===== config.mk =====
export PLATFORM = sky130hd
export DESIGN_NAME = branch_sequencer_flat
export DESIGN_NICKNAME = d
export VERILOG_FILES = /design/src/rtl/branch_sequencer_if.sv /design/src/rtl/branch_sequencer.sv /design/src/flat_wrapper.sv
export SDC_FILE = /design/constraint.sdc
export NUM_CORES = 1
export LEC_CHECK = 0
export CAP_MARGIN = 25
export CELL_PAD_IN_SITES_DETAIL_PLACEMENT = 0
export CELL_PAD_IN_SITES_GLOBAL_PLACEMENT = 1
export CORE_UTILIZATION = 39
export CTS_BUF_LIST = sky130_fd_sc_hd__clkbuf_4
export CTS_CLUSTER_DIAMETER = 100
export DETAILED_ROUTE_END_ITERATION = 16
export PLACE_DENSITY_LB_ADDON = 0.15
export SETUP_SLACK_MARGIN = 0.2
export SYNTH_ARGS = -nofsm -noshare
export SYNTH_HDL_FRONTEND = slang
export SYNTH_SLANG_ARGS = --single-unit

===== constraint.sdc =====
create_clock -name clk -period 4.9 [get_ports clk]
set_clock_uncertainty 0.15 [all_clocks]
set_input_delay 0.49 -clock clk [delete_from_list [all_inputs] [get_ports clk]]
set_output_delay 0.49 -clock clk [all_outputs]
set_load 0.005 [all_outputs]

===== src/rtl/branch_sequencer_if.sv =====
// branch_sequencer_if
//   Bundles the sequencer's handshakes with instruction memory, the decoder,
//   the execute path and the branch unit.
//   master: the sequencer (drives requests, strobes, branch code, pc + 4)
//   slave : the surrounding datapath (drives acks, decode flags, NPC)
//
//   imem_req / imem_ack / ir_load     instruction fetch handshake
//   is_branch / br_type / is_halt     decode results for the current IR
//   exec_start / exec_done            execute handshake
//   branch_code / npc_in / pc_plus_4  branch unit exchange
interface branch_sequencer_if;
    logic        imem_req;
    logic        imem_ack;
    logic        ir_load;
    logic        is_branch;
    logic [1:0]  br_type;
    logic        is_halt;
    logic        exec_start;
    logic        exec_done;
    logic [2:0]  branch_code;
    logic [31:0] npc_in;
    logic [31:0] pc_plus_4;

    modport master (
        output imem_req, ir_load, exec_start, branch_code, pc_plus_4,
        input  imem_ack, is_branch, br_type, is_halt, exec_done, npc_in
    );

    modport slave (
        input  imem_req, ir_load, exec_start, branch_code, pc_plus_4,
        output imem_ack, is_branch, br_type, is_halt, exec_done, npc_in
    );
endinterface


===== src/rtl/branch_sequencer.sv =====
// branch_sequencer
//   Multicycle instruction sequencer. Owns the architectural PC, walks each
//   instruction through fetch / decode / execute-or-branch / PC update,
//   drives the branch unit's 3-bit code and halts on misaligned NPC or
//   execute timeout (sticky fault, cleared only by reset).
//
//   Ports:
//     clk, rst_n   clock (rising edge), asynchronous active-low reset
//     bus          branch_sequencer_if.master handshake bundle
//     pc           architectural PC          pc_we    PC update strobe
//     resume       leave halt (no fault)     halted   in halt state
//     fault        sticky fault flag         retired  retired count (wraps)
//     branch_cnt   branches executed         taken_cnt branches taken
//
//   Optional feature macro: BRANCH_STATS_EN enables the saturating
//   branch_cnt / taken_cnt counters; without it both read as zero.
//
//   state    | meaning
//   ---------+-----------------------------------------------------------
//   S_FETCH  | request instruction, load IR on imem_ack
//   S_DECODE | one cycle: pick halt / branch / execute
//   S_EXEC   | start execute, wait for exec_done or timeout
//   S_BRANCH | one cycle: present branch code, latch NPC, check alignment
//   S_UPDATE | one cycle: commit NPC to PC, count retirement
//   S_HALT   | stopped; resume only if no fault
module branch_sequencer #(
    parameter logic [31:0] RESET_PC     = 32'h0000_0000,
    parameter int unsigned EXEC_TIMEOUT = 255
) (
    input  logic                      clk,
    input  logic                      rst_n,
    branch_sequencer_if.master        bus,
    output logic [31:0]               pc,
    output logic                      pc_we,
    input  logic                      resume,
    output logic                      halted,
    output logic                      fault,
    output logic [31:0]               retired,
    output logic [15:0]               branch_cnt,
    output logic [15:0]               taken_cnt
);

    typedef enum logic [2:0] {
        S_FETCH  = 3'd0,
        S_DECODE = 3'd1,
        S_EXEC   = 3'd2,
        S_BRANCH = 3'd3,
        S_UPDATE = 3'd4,
        S_HALT   = 3'd5
    } state_t;

    // Down-counter loaded on S_EXEC entry; reaching zero marks the last
    // allowed cycle of the execute wait.
    localparam logic [7:0] TMR_LOAD = 8'(EXEC_TIMEOUT - 1);

    state_t      state;
    state_t      state_nxt;
    logic [31:0] npc;
    logic [7:0]  exec_tmr;
    logic [31:0] pc_inc;
    logic        npc_misaligned;
    logic        branch_commit;

    assign pc_inc         = pc + 32'd4;
    assign bus.pc_plus_4  = pc_inc;
    assign npc_misaligned = (bus.npc_in[1:0] != 2'b00);
    assign branch_commit  = (state == S_BRANCH) && !npc_misaligned;

    always_comb begin
        state_nxt       = state;
        bus.imem_req    = 1'b0;
        bus.ir_load     = 1'b0;
        bus.exec_start  = 1'b0;
        bus.branch_code = 3'b000;
        pc_we           = 1'b0;
        halted          = 1'b0;
        case (state)
            S_FETCH: begin
                // Gated by rst_n so the fetch strobes drop the moment reset
                // asserts, without waiting for a clock.
                bus.imem_req = rst_n;
                if (bus.imem_ack) begin
                    bus.ir_load = rst_n;
                    state_nxt   = S_DECODE;
                end
            end
            S_DECODE: begin
                if (bus.is_halt)
                    state_nxt = S_HALT;
                else if (bus.is_branch)
                    state_nxt = S_BRANCH;
                else
                    state_nxt = S_EXEC;
            end
            S_EXEC: begin
                // The timer still holds its load value only on the first cycle.
                bus.exec_start = (exec_tmr == TMR_LOAD);
                if (bus.exec_done)
                    state_nxt = S_UPDATE;
                else if (exec_tmr == 8'd0)
                    state_nxt = S_HALT;
            end
            S_BRANCH: begin
                bus.branch_code = {1'b0, bus.br_type} + 3'd1;
                state_nxt       = npc_misaligned ? S_HALT : S_UPDATE;
            end
            S_UPDATE: begin
                pc_we     = 1'b1;
                state_nxt = S_FETCH;
            end
            S_HALT: begin
                halted = 1'b1;
                if (resume && !fault)
                    state_nxt = S_FETCH;
            end
            default: state_nxt = S_FETCH;
        endcase
    end

    always_ff @(posedge clk or negedge rst_n) begin
        if (!rst_n) begin
            state    <= S_FETCH;
            pc       <= RESET_PC;
            npc      <= 32'd0;
            retired  <= 32'd0;
            fault    <= 1'b0;
            exec_tmr <= 8'd0;
        end else begin
            state <= state_nxt;
            case (state)
                S_DECODE: exec_tmr <= TMR_LOAD;
                S_EXEC: begin
                    if (bus.exec_done)
                        npc <= pc_inc;
                    else if (exec_tmr == 8'd0)
                        fault <= 1'b1;
                    else
                        exec_tmr <= exec_tmr - 8'd1;
                end
                S_BRANCH: begin
                    if (npc_misaligned)
                        fault <= 1'b1;
                    else
                        npc <= bus.npc_in;
                end
                S_UPDATE: begin
                    pc      <= npc;
                    retired <= retired + 32'd1;
                end
                default: ;
            endcase
        end
    end

`ifdef BRANCH_STATS_EN
    logic [15:0] branch_cnt_q;
    logic [15:0] taken_cnt_q;

    // A branch whose target equals pc + 4 is counted as not taken.
    always_ff @(posedge clk or negedge rst_n) begin
        if (!rst_n) begin
            branch_cnt_q <= 16'd0;
            taken_cnt_q  <= 16'd0;
        end else if (branch_commit) begin
            if (branch_cnt_q != 16'hFFFF)
                branch_cnt_q <= branch_cnt_q + 16'd1;
            if ((bus.npc_in != pc_inc) && (taken_cnt_q != 16'hFFFF))
                taken_cnt_q <= taken_cnt_q + 16'd1;
        end
    end

    assign branch_cnt = branch_cnt_q;
    assign taken_cnt  = taken_cnt_q;
`else
    logic unused_stats;
    assign unused_stats = branch_commit;
    assign branch_cnt   = 16'd0;
    assign taken_cnt    = 16'd0;
`endif

endmodule


===== src/flat_wrapper.sv =====
// flat-port wrapper written by rule: the top's interface ports become plain ports
module branch_sequencer_flat 
#(
    parameter logic [31:0] RESET_PC     = 32'h0000_0000,
    parameter int unsigned EXEC_TIMEOUT = 255
)
  (clk, rst_n, pc, pc_we, resume, halted, fault, retired, branch_cnt, taken_cnt, bus_imem_req, bus_ir_load, bus_exec_start, bus_branch_code, bus_pc_plus_4, bus_imem_ack, bus_is_branch, bus_br_type, bus_is_halt, bus_exec_done, bus_npc_in);
  branch_sequencer_if bus_i ();
  input  logic clk;
  input  logic rst_n;
  output logic [31:0] pc;
  output logic pc_we;
  input  logic resume;
  output logic halted;
  output logic fault;
  output logic [31:0] retired;
  output logic [15:0] branch_cnt;
  output logic [15:0] taken_cnt;
  output wire logic [$bits(bus_i.imem_req)-1:0] bus_imem_req;
  output wire logic [$bits(bus_i.ir_load)-1:0] bus_ir_load;
  output wire logic [$bits(bus_i.exec_start)-1:0] bus_exec_start;
  output wire logic [$bits(bus_i.branch_code)-1:0] bus_branch_code;
  output wire logic [$bits(bus_i.pc_plus_4)-1:0] bus_pc_plus_4;
  input wire logic [$bits(bus_i.imem_ack)-1:0] bus_imem_ack;
  input wire logic [$bits(bus_i.is_branch)-1:0] bus_is_branch;
  input wire logic [$bits(bus_i.br_type)-1:0] bus_br_type;
  input wire logic [$bits(bus_i.is_halt)-1:0] bus_is_halt;
  input wire logic [$bits(bus_i.exec_done)-1:0] bus_exec_done;
  input wire logic [$bits(bus_i.npc_in)-1:0] bus_npc_in;
  assign bus_imem_req = bus_i.imem_req;
  assign bus_ir_load = bus_i.ir_load;
  assign bus_exec_start = bus_i.exec_start;
  assign bus_branch_code = bus_i.branch_code;
  assign bus_pc_plus_4 = bus_i.pc_plus_4;
  assign bus_i.imem_ack = bus_imem_ack;
  assign bus_i.is_branch = bus_is_branch;
  assign bus_i.br_type = bus_br_type;
  assign bus_i.is_halt = bus_is_halt;
  assign bus_i.exec_done = bus_exec_done;
  assign bus_i.npc_in = bus_npc_in;
  branch_sequencer #(.RESET_PC(RESET_PC), .EXEC_TIMEOUT(EXEC_TIMEOUT)) u_core (.clk(clk), .rst_n(rst_n), .bus(bus_i), .pc(pc), .pc_we(pc_we), .resume(resume), .halted(halted), .fault(fault), .retired(retired), .branch_cnt(branch_cnt), .taken_cnt(taken_cnt));
endmodule

---- Yosys cells after proc, flatten, opt, wreduce, memory -nomap -nowiden ----
Cells that the tools add are included.
operators by class
  add/sub/neg operators ................... 4
  multiply operators ...................... 0
  divide/modulo/power cells ............... 0
  $lt $le $gt $ge ......................... 0
  equality and inequality tests ........... 15
  shift operators ......................... 0
  mux-type cells .......................... 25
  bitwise logic cells ..................... 0
  reductions and logical operators ........ 11
operators by type and width
  kind                                                   number
  2-to-1 mux 32 bit                                      2
  case mux 32 bit (2 select lines)                       1
  adder 32 x 1 -> 32 bit, second input constant          1
  adder 32 x 3 -> 32 bit, second input constant          1
  2-to-1 mux 3 bit                                       6
  2-to-1 mux 8 bit                                       2
  case mux 8 bit (2 select lines)                        1
  case mux 3 bit (5 select lines)                        1
  2-to-1 mux 1 bit                                       11
  inequality test 2 bit, second input constant           5
  AND reduction 3 bit                                    3
  == test 8 bit, second input constant                   1
  logical NOT 8 bit                                      1
  subtractor 8 x 1 -> 8 bit, second input constant       1
  == test 3 x 2 -> 1 bit, second input constant          2
  == test 3 bit, second input constant                   2
  inequality test 2 x 1 -> 1 bit, second input constant  3
  nonzero test 2 bit                                     3
  AND reduction 4 bit                                    1
  adder 2 x 1 -> 3 bit, second input constant            1
  == test 3 x 1 -> 1 bit, second input constant          1
  logical NOT 3 bit                                      1
  inequality test 3 x 2 -> 1 bit, second input constant  1
  case mux 1 bit (2 select lines)                        1
  2 further kinds                                        2
storage, ports and cells
  flip-flop bits (word level) ............. 108
  latch bits .............................. 0
  bits in writable memories ............... 0
  ROM bits ................................ 0
  output and inout bits ................... 137
  logic and storage cells ................. 61
  memories kept ........................... 0

---- Depth between registers and ports, before layout ----
Gate-level depths: netlist (run 1).
  word-level depth ........................ 4
  mapped depth ............................ 8

---- Worst setup path before layout (run 1) ----
OpenSTA, ideal clock, no wires.
  kind .................................... register to output
  start point ............................. reg u_core.pc[4]
  end point ............................... out bus_pc_plus_4[22]
  arrival time ............................ 1.850 ns
  setup slack ............................. 2.410 ns
  stages on the path, launching flop included .. 6
  path buffers ............................ 0
  cell sequence ........................... dfrtp_1 nand4_4 or4_4 or3_1 xor2_1 inv_1
on the way
  cells in the longest elaborated chain, start to end .. 1
ends and longest elaborated chain
  item                      line                     RTL
  start: declaration        branch_sequencer.sv:33   output logic [31:0] pc,
  start signal: assignment  branch_sequencer.sv:147  pc <= npc;
  adder 32 x 3 -> 32 bit    branch_sequencer.sv:64   assign pc_inc = pc + 32'd4;
  end: declaration          flat_wrapper.sv:23       output wire logic [$bits(bus_i.pc_plus_4)-1:0] bus_pc_plus_4;
Every way passes these cells.

---- Worst setup path after layout (run 1) ----
  start point ............................. reg u_core.pc[4]
  end point ............................... out bus_pc_plus_4[27]
Same word-level chain as after synthesis.

==> reports/qor.txt, run 1 <==
Clk sink count = 108
Net Sw Frac = 36.07%
Core area = 14100 um^2
Final #Nets = 751
Share of async-settable or async-resettable flops after synthesis = 100.0%
Finished Core Util = 52.71%
Largest net degree at the start of global routing = 77
Drt drc = 0
Multi-input logic area = 2738 um^2
Final setup viols = 0
Die span in y = 123.1 um
Fraction of layout cells with a size suffix above 1 = 10.30%
Post-synthesis sequential area ratio = 47.23%
Clock latency on the worst-skew pair = 0.50 ns
Routed WL per cell = 16.84 um
Max Slew Vio Count = 0
Synth Flop Type = dfrtp_1
Power share of the combinational group = 43.1%
Initial Util = 40.59%
Drt initial violations = 212
CTS Buf Count = 9
Hold-fix buffers, CTS = 1
Via count = 4557
First-pass GRT wire length = 23.95 mm
Total gr overflow = 0
Root Buffer = clkbuf_4
Final hold viol count = 0
Ys Warns = 0
Synthesized area per cell = 10.14 um^2
CP required = 4.26 ns
Setup TNS = 0 ns
Clk buf depth = 2
Synth unique cells = 48
Slew of the pin with the lowest slew margin = 0.9057 ns
Register share of total power = 41.7%
Number of iterations in the first detailed-routing pass = 4
IO Pins = 178
Post-cts resize count = 0
Outcome = completed
Clock slew at reported path FFs = 0.17 ns
Post-placement cell count = 871
Initial antenna violation count = 1
Max_cap viols = 0
Crit start category = register
Tcrit/Tclk final = 75.62%
CP arrival = 3.07 ns
Crit. End Element = output port
Post-synth top area share = 47.23%
Synth top cells by count = dfrtp_1 (108), nand2_1 (56), xnor2_1 (41)
R2R Setup Slk = 1.97 ns
Crit path max fanout = 8
Final Wtd Congestion = 0.8323
Max-slew headroom = 39.06%
Pwr Total = 3431 uW
RSZ-0062 raised after global routing = false
Input/output buffers = 145
Die Wd = 123.1 um
Vias in the first global route = 4460
Min Hold Slack = 0.3129 ns
Net switching power = 1238 uW
Lkg Pwr = 0.003121 uW
Largest cells by area after synthesis = dfrtp_1 (47%), mux2_2 (7.7%), xnor2_1 (6.3%)
ANT nets after route = 0
Cell Pwr Density = 461.9 nW/um^2
Final min period = 3.705 ns
GRT Util Overall = 20.90%
TritonCTS clock tree = done
Fill count = 1289
Mapped Cells = 564
Worst vdd rail ir drop = 0.2485 mV
WL final = 14.99 mm
Yosys reg bits = 108
Register area = 2703 um^2
Fmax = 269.9 MHz
Cell with the most instances after synthesis = dfrtp_1
CTS H-tree depth = 3
Final HPWL from detailed placement = 10.76 mm
Row cnt = 43
Post-synth EDFFs = 0
Setup Crit Path Kind = reg -> out
Via-to-Cell Ratio = 5.120
Post-Syn Area = 5722 um^2
Postcts setup bufs = 0
Area Growth Syn to Fin = 29.85%
Die area = 15160 um^2
Pint = 2194 uW
Clk pwr share = 15.2%
Synth area leader = dfrtp_1
Non-Filler Instances = 890
Worst Hold Class = in -> async
## area by class of cell
class | instances | share of cell area (%)
clock buffers | 10 | 1.010
repair buffers | 153 | 20.61
inverters | 18 | 0.9094
diodes | 1 | 0.03368
flip-flops and latches | 108 | 36.38
clock inverters | 6 | 1.179
multi-input cells | 414 | 36.85
well taps | 180 | 3.031
## critical path, cell delays in order, from the launching register on
cell and delay [ns]:
dfrtp_1 0.53, nand4_4 0.18, nor4_1 0.82, nand4_1 0.21, xnor2_1 0.29, clkdlybuf4s50_1 0.55
## registers in the layout (all words and copies together) (netlist names)
name and count:
u_core.state 3, u_core.npc 32, u_core.fault 1, u_core.exec_tmr 8
u_core.retired 32, u_core.pc 32
## cell families after synthesis
group	after synthesis	share of synthesized area [%]
compound gates	66	7.653
mux	44	8.550
buf+inv	73	7.041
flops	108	47.23
xor+xnor	61	9.337
fa+ha+maj	6	1.312
simple gates	205	18.81
other cells	1	0.06554
## placed cells by master (no fill, tap or decap), drive strengths merged, types with 8 or more instances in the layout
cell           instances
dfrtp                108
conb                  32
buf                    8
nor2                  26
mux2                  39
nand3                 24
and3                  12
xnor2                 41
nand2b                12
o21ai                 26
o31a                  12
nand4                 21
nand2                 56
a21oi                  9
inv                   19
nor4                  10
clkbuf                10
clkdlybuf4s50        144
nor3                  18
xor2                  20
## power by group through the flow
stage	clock [uW]	combinational, uW	sequential (uW)
2_1_floorplan	0	773	1360
3_3_place_gp	0	1470	1440
3_5_place_dp	0	1490	1450
4_1_cts	541	1500	1430
5_1_grt	578	1630	1480
6_report	522	1480	1430
## metal layers
metal	vias to the layer above	GRT usage [%]	share of wire, %	wire length [um]
met4	0	4.593	0.97	146
met2	144	33.94	47	7099
met3	10	6.596	6.3	951
met5	-	0	0	0
met1	2202	27.22	45	6791
li1	2201	-	-	-
## worst paths after layout
path / startpoint / to / cells past startpoint
max in group asynchronous: rst_n / u_core.exec_tmr[2] / 4
worst min register to register: u_core.npc[1] / u_core.npc[1] / 2
worst max register to register: u_core.state[1] / u_core.npc[12] / 5
worst max-delay path: u_core.pc[4] / bus_pc_plus_4[27] / 5
worst min-delay path: rst_n / u_core.retired[30] / 2
min in group clk: u_core.npc[1] / u_core.npc[1] / 2
## stage by stage
step / cell area, um^2 / setup WS (ns)
after floorplan: 5838 / 2.410
after global placement: 7227 / 1.763
after detailed placement: 7227 / 1.696
after CTS: 7400 / 1.143
after global routing: 7430 / 0.8409
final: 7430 / 1.195
Note: power is estimated with default switching activity, not from simulation.
==> inputs of run 2 (changes only) <==
- CORE_UTILIZATION: 39 -> 33
- clock period: 4.9 -> 3.29 ns (I/O delays scaled with it)
==> run 2 against run 1 <==
Effect of this change:
- critical path depth up 1
- final area up 5.6%
- global-route usage down 3.0 points
- register-to-register slack worse by 1.2 ns
- flip-flop and latch count unchanged
- first-iteration DRC count down 10%
- clock power up 11%
- non-clock buffer count up 37
- worst setup slack worse by 0.97 ns
- wire length up 5.0%
- sequential share of layout area down 1.7 points
- sequential power up 48%
- highest routed layer unchanged
==> reports/qor.txt, run 2 (synthesis gave the netlist of run 1 again) <==
Final instance area = 7848 um^2 (+5.6%)
Number of iterations in the first detailed-routing pass = 4 (unchanged)
Row cnt = 47 (+9.3%)
Slowest cell on crit path = clkdlybuf4s50_1
Setup Crit Path Kind = reg -> out
Max_cap viols = 0 (unchanged)
Final HPWL from detailed placement = 11.44 mm (+6.3%)
Clock slew at reported path FFs = 0.16 ns (about the same)
CTS H-tree depth = 3 (unchanged)
Final min period = 3.062 ns
Clock latency on the worst-skew pair = 0.46 ns (-0.04 ns)
Crit. End Element = output port
Outcome = completed
Clk buf depth = 2 (unchanged)
Tcrit/Tclk final = 93.07%
Register area = 2720 um^2 (+0.65%)
Lkg Pwr = 0.003339 uW (+7.0%)
CP required = 2.81 ns (-1.45 ns)
Sequence of cells on the critical path = nand4_4 -> or4_4 -> nor4_4 -> xnor2_1 -> inv_1 -> clkdlybuf4s50_1
CTS Buf Count = 9 (unchanged)
Die span in y = 133.7 um (+8.6%)
CP arrival = 2.58 ns (-0.49 ns)
Max Slew Vio Count = 0 (unchanged)
Crit start category = register
ANT nets after route = 0 (unchanged)
Vias in the first global route = 4665 (+4.6%)
Final Wtd Congestion = 0.7813 (-6.1%)
Via count = 4624 (+1.5%)
Initial antenna violation count = 0 (-1)
Area after DPL = 7342 um^2 (+1.6%)
Fraction of layout cells with a size suffix above 1 = 18.98% (+8.7 points)
Commonest non-fill, non-tap cell in the layout = clkdlybuf4s50_1
First-pass GRT wire length = 24.85 mm (+3.7%)
GRT Util Overall = 17.91% (-3.0 points)
Total gr overflow = 0 (unchanged)
Final #Nets = 788 (+4.9%)
Largest regs = u_core.npc (32), u_core.pc (32), u_core.retired (32)
Commonest cells after routing, fill and taps aside = clkdlybuf4s50_1 (139), dfrtp_1 (94), nand2_1 (54)
RSZ-0062 raised after global routing = true
Antenna cells = 0 (-1)
TritonCTS clock tree = done
R2R Setup Slk = 0.82 ns (-1.15 ns)
Root Buffer = clkbuf_4
Clk sink count = 108 (unchanged)
Via-to-Cell Ratio = 4.802 (-6.2%)
Drt initial violations = 190 (-10%)
Final setup viols = 0 (unchanged)
Min Hold Slack = 0.1793 ns (-0.1336 ns)
Setup TNS = 0 ns (unchanged)
Drt drc = 0 (unchanged)
Fmax = 326.6 MHz
Worst vdd rail ir drop = 0.3291 mV (+32%)
Cells on worst reg2reg path = 7 (+2)
Input/output buffers = 145 (unchanged)
Die Wd = 133.7 um (+8.6%)
Initial Util = 34.14% (-6.5 points)
CP max stage delay = 0.51 ns (-0.31 ns)
Cell Pwr Density = 663.8 nW/um^2 (+44%)
Routed WL per cell = 16.34 um (-3.0%)
Crit path capture = bus_pc_plus_4[29]
Fill count = 1600 (+24%)
Die area = 17870 um^2 (+18%)
Max-slew headroom = 55.68% (+17 points)
Final hold viol count = 0 (unchanged)
WL final = 15.73 mm (+5.0%)
Largest net degree at the start of global routing = 77 (unchanged)
Crit path max fanout = 6 (-2)
Worst Hold Class = in -> async
IO Pins = 178 (unchanged)
Setup crit start = u_core.pc[4]
Launching point of the worst reg2reg path = u_core.state[1]
Core area = 16760 um^2 (+19%)
Slew of the pin with the lowest slew margin = 0.6578 ns (-0.2479 ns)
Area Growth Syn to Fin = 37.15%
Capturing point of the worst reg2reg path = u_core.retired[21]
Finished Core Util = 46.82% (-5.9 points)
Multi-input logic area = 2864 um^2 (+4.6%)
run 2: report_power, final:
group	total (uW)	switching, uW	internal, uW
Sequential	2110	402	1710
Clock	580	418	161
Combinational	2520	1080	1440
Total	5210	1900	3310
run 2: worst min-delay path by stage:
stage	endpoint	slack [ns]	depth (start not counted)
floorplan	u_core.exec_tmr[0]	-0.12	0
global placement	u_core.retired[23]	0.15	1
detailed placement	u_core.retired[25]	0.15	1
CTS	u_core.retired[29]	0.16	2
global route	u_core.retired[13]	0.18	2
finish	u_core.retired[20]	0.18	2
run 2: cell type report:
type / count / area share (%)
clock buffer: 11 / 1.052
clock inverter: 2 / 0.1913
inverter: 18 / 0.8610
multi-input combinational: 414 / 36.50
sequential: 108 / 34.66
tap: 220 / 3.508
timing repair buffer: 190 / 23.23
run 2: per-stage QoR:
| stage | power [uW] | worst slack [ns] | std cells |
|---|---|---|---|
| 2_1_floorplan | 3182 | 0.9612 | 595 |
| 4_1_cts | 5121 | 0.07703 | 946 |
| 3_3_place_gp | 4407 | 0.2830 | 918 |
| 5_1_grt | 5595 | 0.1189 | 963 |
| 3_5_place_dp | 4429 | 0.2263 | 918 |
| 6_report | 5209 | 0.2279 | 963 |
run 2: what timing repair did:
action / 4_1_cts / 5_1_grt
resized for setup: 21 / 23
hold endpoints to repair: 32 / 0
endpoints found under the setup margin: 16 / 19
buffers inserted: 14 / 16
pin swaps: 6 / 7
hold buffers: 1 / 0
run 2: critical path, delay by kind of cell, from the launching register on:
family        cells  cell delay, ns
xor+xnor          1            0.13
buf+inv           2            0.62
flops             1            0.43
simple gates      3            0.94
run 2: routing by layer:
metal	track usage [%]	wire length (um)	vias up
li1	-	-	2251
met1	23.18	7152	2238
met2	30.09	7607	124
met3	3.881	807	11
met4	4.924	164	0
met5	0	0	-
==> RTL change 1: new RTL, settings of run 2 <==
Build with the macro `BRANCH_STATS_EN` defined.
--- a/src/rtl/branch_sequencer.sv
+++ b/src/rtl/branch_sequencer.sv
@@ -23,6 +23,8 @@
 //   S_BRANCH | one cycle: present branch code, latch NPC, check alignment
 //   S_UPDATE | one cycle: commit NPC to PC, count retirement
 //   S_HALT   | stopped; resume only if no fault
+`define BRANCH_STATS_EN
+
 module branch_sequencer #(
     parameter logic [31:0] RESET_PC     = 32'h0000_0000,
     parameter int unsigned EXEC_TIMEOUT = 255
Behaviour: not the same (a bounded check fails within 4 cycles, from zero or initial values and one cycle with rst_n low).
==> RTL change 1 against run 2 <==
Global-route usage rose by 1.3 points; sequential cell count rose by 32; synthesized area up 32%; critical path type is now reg -> reg; highest routed layer unchanged; critical path depth rose by 5; first-iteration DRC count is 65% higher; die area grew 32%; final area up 40%; wire length rose by 41%; total power increased by 38%; core utilization increased by 1.8 points; critical endpoint is now u_core.taken_cnt[1]; worst setup slack lost 0.15 ns; largest power group unchanged; register-to-register slack worse by 0.74 ns.
==> RTL change 1: results (changes against run 2) <==
[grt]
antenna_found_initial = 1  ; +1
grt_pass1_wl_um = 35100  ; +41%
grt_max_degree = 75  ; -2.6%
use_met3_pct = 4.31  ; +0.43 points
grtUsageMet1_pct = 27.0  ; +3.8 points
grtUsageMet2_pct = 29.2  ; -0.85 points
first_global_vias = 6187  ; +33%
grt_util_all_layers_pct = 19.2  ; +1.3 points

[power]
sw_frac_of_total_pct = 37.9  ; +1.5 points
pwr-share-seq_pct = 35.9  ; -4.6 points
finalPower_mw = 7.18  ; +38%
power.leakage_nw = 4.87  ; +46%
combPwrFrac_pct = 47.6  ; -0.8 points
ir_worst_vdd_mv = 0.281  ; -15%

[synth]
synth_xor_area_share_pct = 13.6  ; +4.3 points
ys_top_cells_by_count = dfrtp_1 (140), nand2_1 (92), xnor2_1 (77), nor2_1 (44), o21ai_0 (44)
avgSynthCellArea_um2 = 10.0  ; -1.1%
synth-compound-area-share_pct = 7.18  ; -0.48 points
synth_area_leaders = dfrtp_1 (46%), xnor2_1 (8.9%), mux2_2 (4.6%)
synthAdderAreaFrac_pct = 1.32  ; +0.011 points
synth.yosys.seq_area_share_pct = 46.3  ; -0.93 points
yosys-mux-area-fraction_pct = 7.14  ; -1.4 points

[placement]
gp_congestion = 0.852  ; +9.0%
dpl_cell_area_um2 = 9960  ; +36%
dp.cells = 1229  ; +34%
dp_slack_ns = -0.0705  ; -0.297 ns
portBuffers = 177  ; +22%
dp_hpwl_um = 16000  ; +39%

[detailed_routing]
met2_length_um = 10100  ; +32%
wl_per_cell_um = 17.2  ; +5.3%
drt_iter0_drc = 313  ; +65%
dr.pass1.iters = 5  ; +1
wl_met3_um = 1080  ; +33%
viasPerCell = 4.97  ; +3.5%

[finish]
multi_input_cells = 558  ; +35%
multi_input_area_share_pct = 39.0  ; +2.5 points
layout.nets = 1040  ; +32%
seq_area_share_pct = 32.0  ; -2.7 points
stdcell_count = 1291  ; +34%
inverters_excl_clock = 21  ; +3
final_layout_size_suffix_gt1_share_pct = 22.3  ; +3.3 points
nFillCells = 2129  ; +33%
buffer_area_share_pct = 22.4  ; -0.87 points
nNonClkBuffers = 253  ; +33%
regArea_um2 = 3510  ; +29%
clk_share_pct = 2.67  ; +1.4 points
antennaDiodeCount = 2  ; +2

[clock_tree]
numCtsBuffers = 17  ; +8
clock_sinks = 140  ; +30%
path_clk_slew_ns = 0.14  ; -0.02 ns
clk_latency_ns = 0.56  ; +0.10 ns
htreeDepth = 4  ; +1

[setup_path]
crit_slowest_cell = or4_4
reg2reg_from = u_core.pc[3]
crit_path_max_fanout = 5  ; -1
slowest_delay_ns = 0.56  ; +0.05 ns
arrival_ns = 3.49  ; +0.91 ns

[min_path]
hp-class = in -> async

[timing]
slew_headroom_pct = 51.4  ; -4.3 points

[outcome]
status = finished, final reports clean

==> RTL change 1: what timing repair did <==
item                       in CTS  in global routing
hold buffers                    3                  0
setup endpoints to repair      33                 37
cloned                          1                  1
buffers inserted               10                 12
gates resized for setup        59                 60
pin swaps                      26                 24
hold endpoints to repair       66                  0
==> RTL change 1: worst paths after layout <==
path                                        end  slack [ns]  depth (start not counted)
max                         u_core.taken_cnt[1]        0.08                         11
min                        u_core.branch_cnt[3]        0.25                          3
max reg2reg                 u_core.taken_cnt[1]        0.08                         11
min reg2reg                  u_core.retired[31]        0.33                          1
max in group asynchronous         u_core.pc[25]        1.71                          3
min in group clk                u_core.state[1]        0.27                          2
==> RTL change 1: kinds of logic after synthesis <==
kind of cell	Yosys count
compound gates	88
xor+xnor	113
fa+ha+maj	8
buf+inv	56
flops	140
mux	50
simple gates	299
==> RTL change 2: new RTL, config.mk and constraints of run 2 <==
Without the edit above. Re-encode `state_t` (6 states) as one-hot, 6 bits wide.
--- a/src/rtl/branch_sequencer.sv
+++ b/src/rtl/branch_sequencer.sv
@@ -40,13 +40,13 @@
     output logic [15:0]               taken_cnt
 );
 
-    typedef enum logic [2:0] {
-        S_FETCH  = 3'd0,
-        S_DECODE = 3'd1,
-        S_EXEC   = 3'd2,
-        S_BRANCH = 3'd3,
-        S_UPDATE = 3'd4,
-        S_HALT   = 3'd5
+    typedef enum logic [5:0] {
+        S_FETCH  = 6'b000001,
+        S_DECODE = 6'b000010,
+        S_EXEC   = 6'b000100,
+        S_BRANCH = 6'b001000,
+        S_UPDATE = 6'b010000,
+        S_HALT   = 6'b100000
     } state_t;
 
     // Down-counter loaded on S_EXEC entry; reaching zero marks the last
Check against the original RTL: no difference found for any inputs over 10 cycles, from zero or initial values and one cycle with rst_n low; not proved beyond that.
==> RTL change 2 against run 2 <==
Final area is 4.8% higher; core utilization increased by 0.40 points; sequential cell count rose by 3; wire length is 8.0% higher; synthesized area increased by 3.7%; worst setup slack better by 0.035 ns.
Power is not compared: it rests on default switching activity, and its combinational part moved more than twofold at a synthesized area within 25%.
==> RTL change 2: results (changes against run 2) <==
[setup_path]
rr_endpoint = u_core.npc[31]
rrSetupSlack_ns = 0.75  ; -0.07 ns
slowest_delay_ns = 0.62  ; +0.11 ns
endpoint = bus_pc_plus_4[19]
r2r_cells = 9  ; +2
crit_path_start = u_core.pc[3]
crit_slowest_cell = or4_4
arrival_ns = 2.55  ; -0.03 ns
crit_path_max_fanout = 4  ; -2

[grt]
grt_pass1_wl_um = 26500  ; +6.7%
antenna_found_initial = 1  ; +1
first_global_vias = 4838  ; +3.7%
grt_util_all_layers_pct = 18.8  ; +0.85 points
grt_max_degree = 57  ; -26%

[placement]
dp_slack_ns = 0.173  ; -0.0531 ns
dpl_cell_area_um2 = 7500  ; +2.2%
gp_congestion = 0.805  ; +3.0%
dp_hpwl_um = 11500  ; +0.30%
dp.cells = 925  ; +0.76%

[finish]
final_layout_size_suffix_gt1_share_pct = 22.7  ; +3.7 points
top_regs = u_core.npc x32, u_core.pc x32, u_core.retired x32
nNonClkBuffers = 206  ; +8.4%
syn2layout_area_growth_pct = 38.6
antennaDiodeCount = 1  ; +1
clockBufferCount = 11  ; unchanged
clk_share_pct = 2.30  ; +1.1 points
design.seq.count = 111  ; +2.8%
stdcell_count = 994  ; +3.2%
buffer_area_share_pct = 23.0  ; -0.26 points
multi_input_cells = 417  ; +0.72%
seq_area_share_pct = 34.0  ; -0.67 points
layout.nets = 810  ; +2.8%
multi_input_area_um2 = 3000  ; +4.7%
nFillCells = 1670  ; +4.4%

[outcome]
status = finished, final reports clean

[detailed_routing]
wl_um = 17000  ; +8.0%
drt_iter0_drc = 237  ; +25%
dr.pass1.iters = 5  ; +1
vias = 4910  ; +6.2%

[synth]
avgSynthCellArea_um2 = 10.4  ; +2.4%
yosysUniqueCellTypes = 59  ; +23%
ys_top_cells_by_count = dfrtp_1 (110), nand2_1 (49), nor2_1 (40), xor2_1 (35)
synth.yosys.seq_area_share_pct = 46.8  ; -0.41 points
synth_area_leaders = dfrtp_1 (46%), mux2_2 (6.5%), xor2_1 (5.2%)

[clock_tree]
htreeDepth = 3  ; unchanged
cts_setup_buffers = 30  ; +16
cts.root.buffer_cell = clkbuf_4
post_cts_resized = 42  ; +100%
numCtsBuffers = 9  ; unchanged

[timing]
final.period_utilization_pct = 92.0  ; -1.1 points
slew_headroom_pct = 48.4  ; -7.3 points
hold_ws_ns = 0.252  ; +0.0729 ns

[min_path]
hold_path_end = u_core.npc[3]
hp-class = in -> reg

[power]
ir_worst_vdd_mv = 0.256

## RTL change 2: cell count changes after synthesis, sizes merged, moves of 8 or more
cell    before  now
o21ai       26   16
a22oi        0    9
xnor2       41   25
o31a        12    1
xor2        20   36
buf         37   47
nand2b      12    0
nor2        26   41
clkbuf      18   10
a221o        0   10
## RTL change 2: cell families after synthesis
logic type	Yosys count	synth area share [%]
buffers and inverters	75	7.21
AOI/OAI and AO/OA	66	8.03
DFF	111	46.8
adders and majority gates	6	1.26
xor gates and xnor gates	61	9.13
muxes	41	7.63
other	1	0.0632
and+or+nand+nor	210	19.8
## RTL change 2: routing by layer
metal | wire [um] | vias to the layer above | track usage, %
li1 | - | 2357 | -
met1 | 7880 | 2391 | 25.8
met2 | 8040 | 152 | 28.8
met3 | 933 | 10 | 4.14
met4 | 142 | 0 | 6.60
met5 | 0 | - | 0
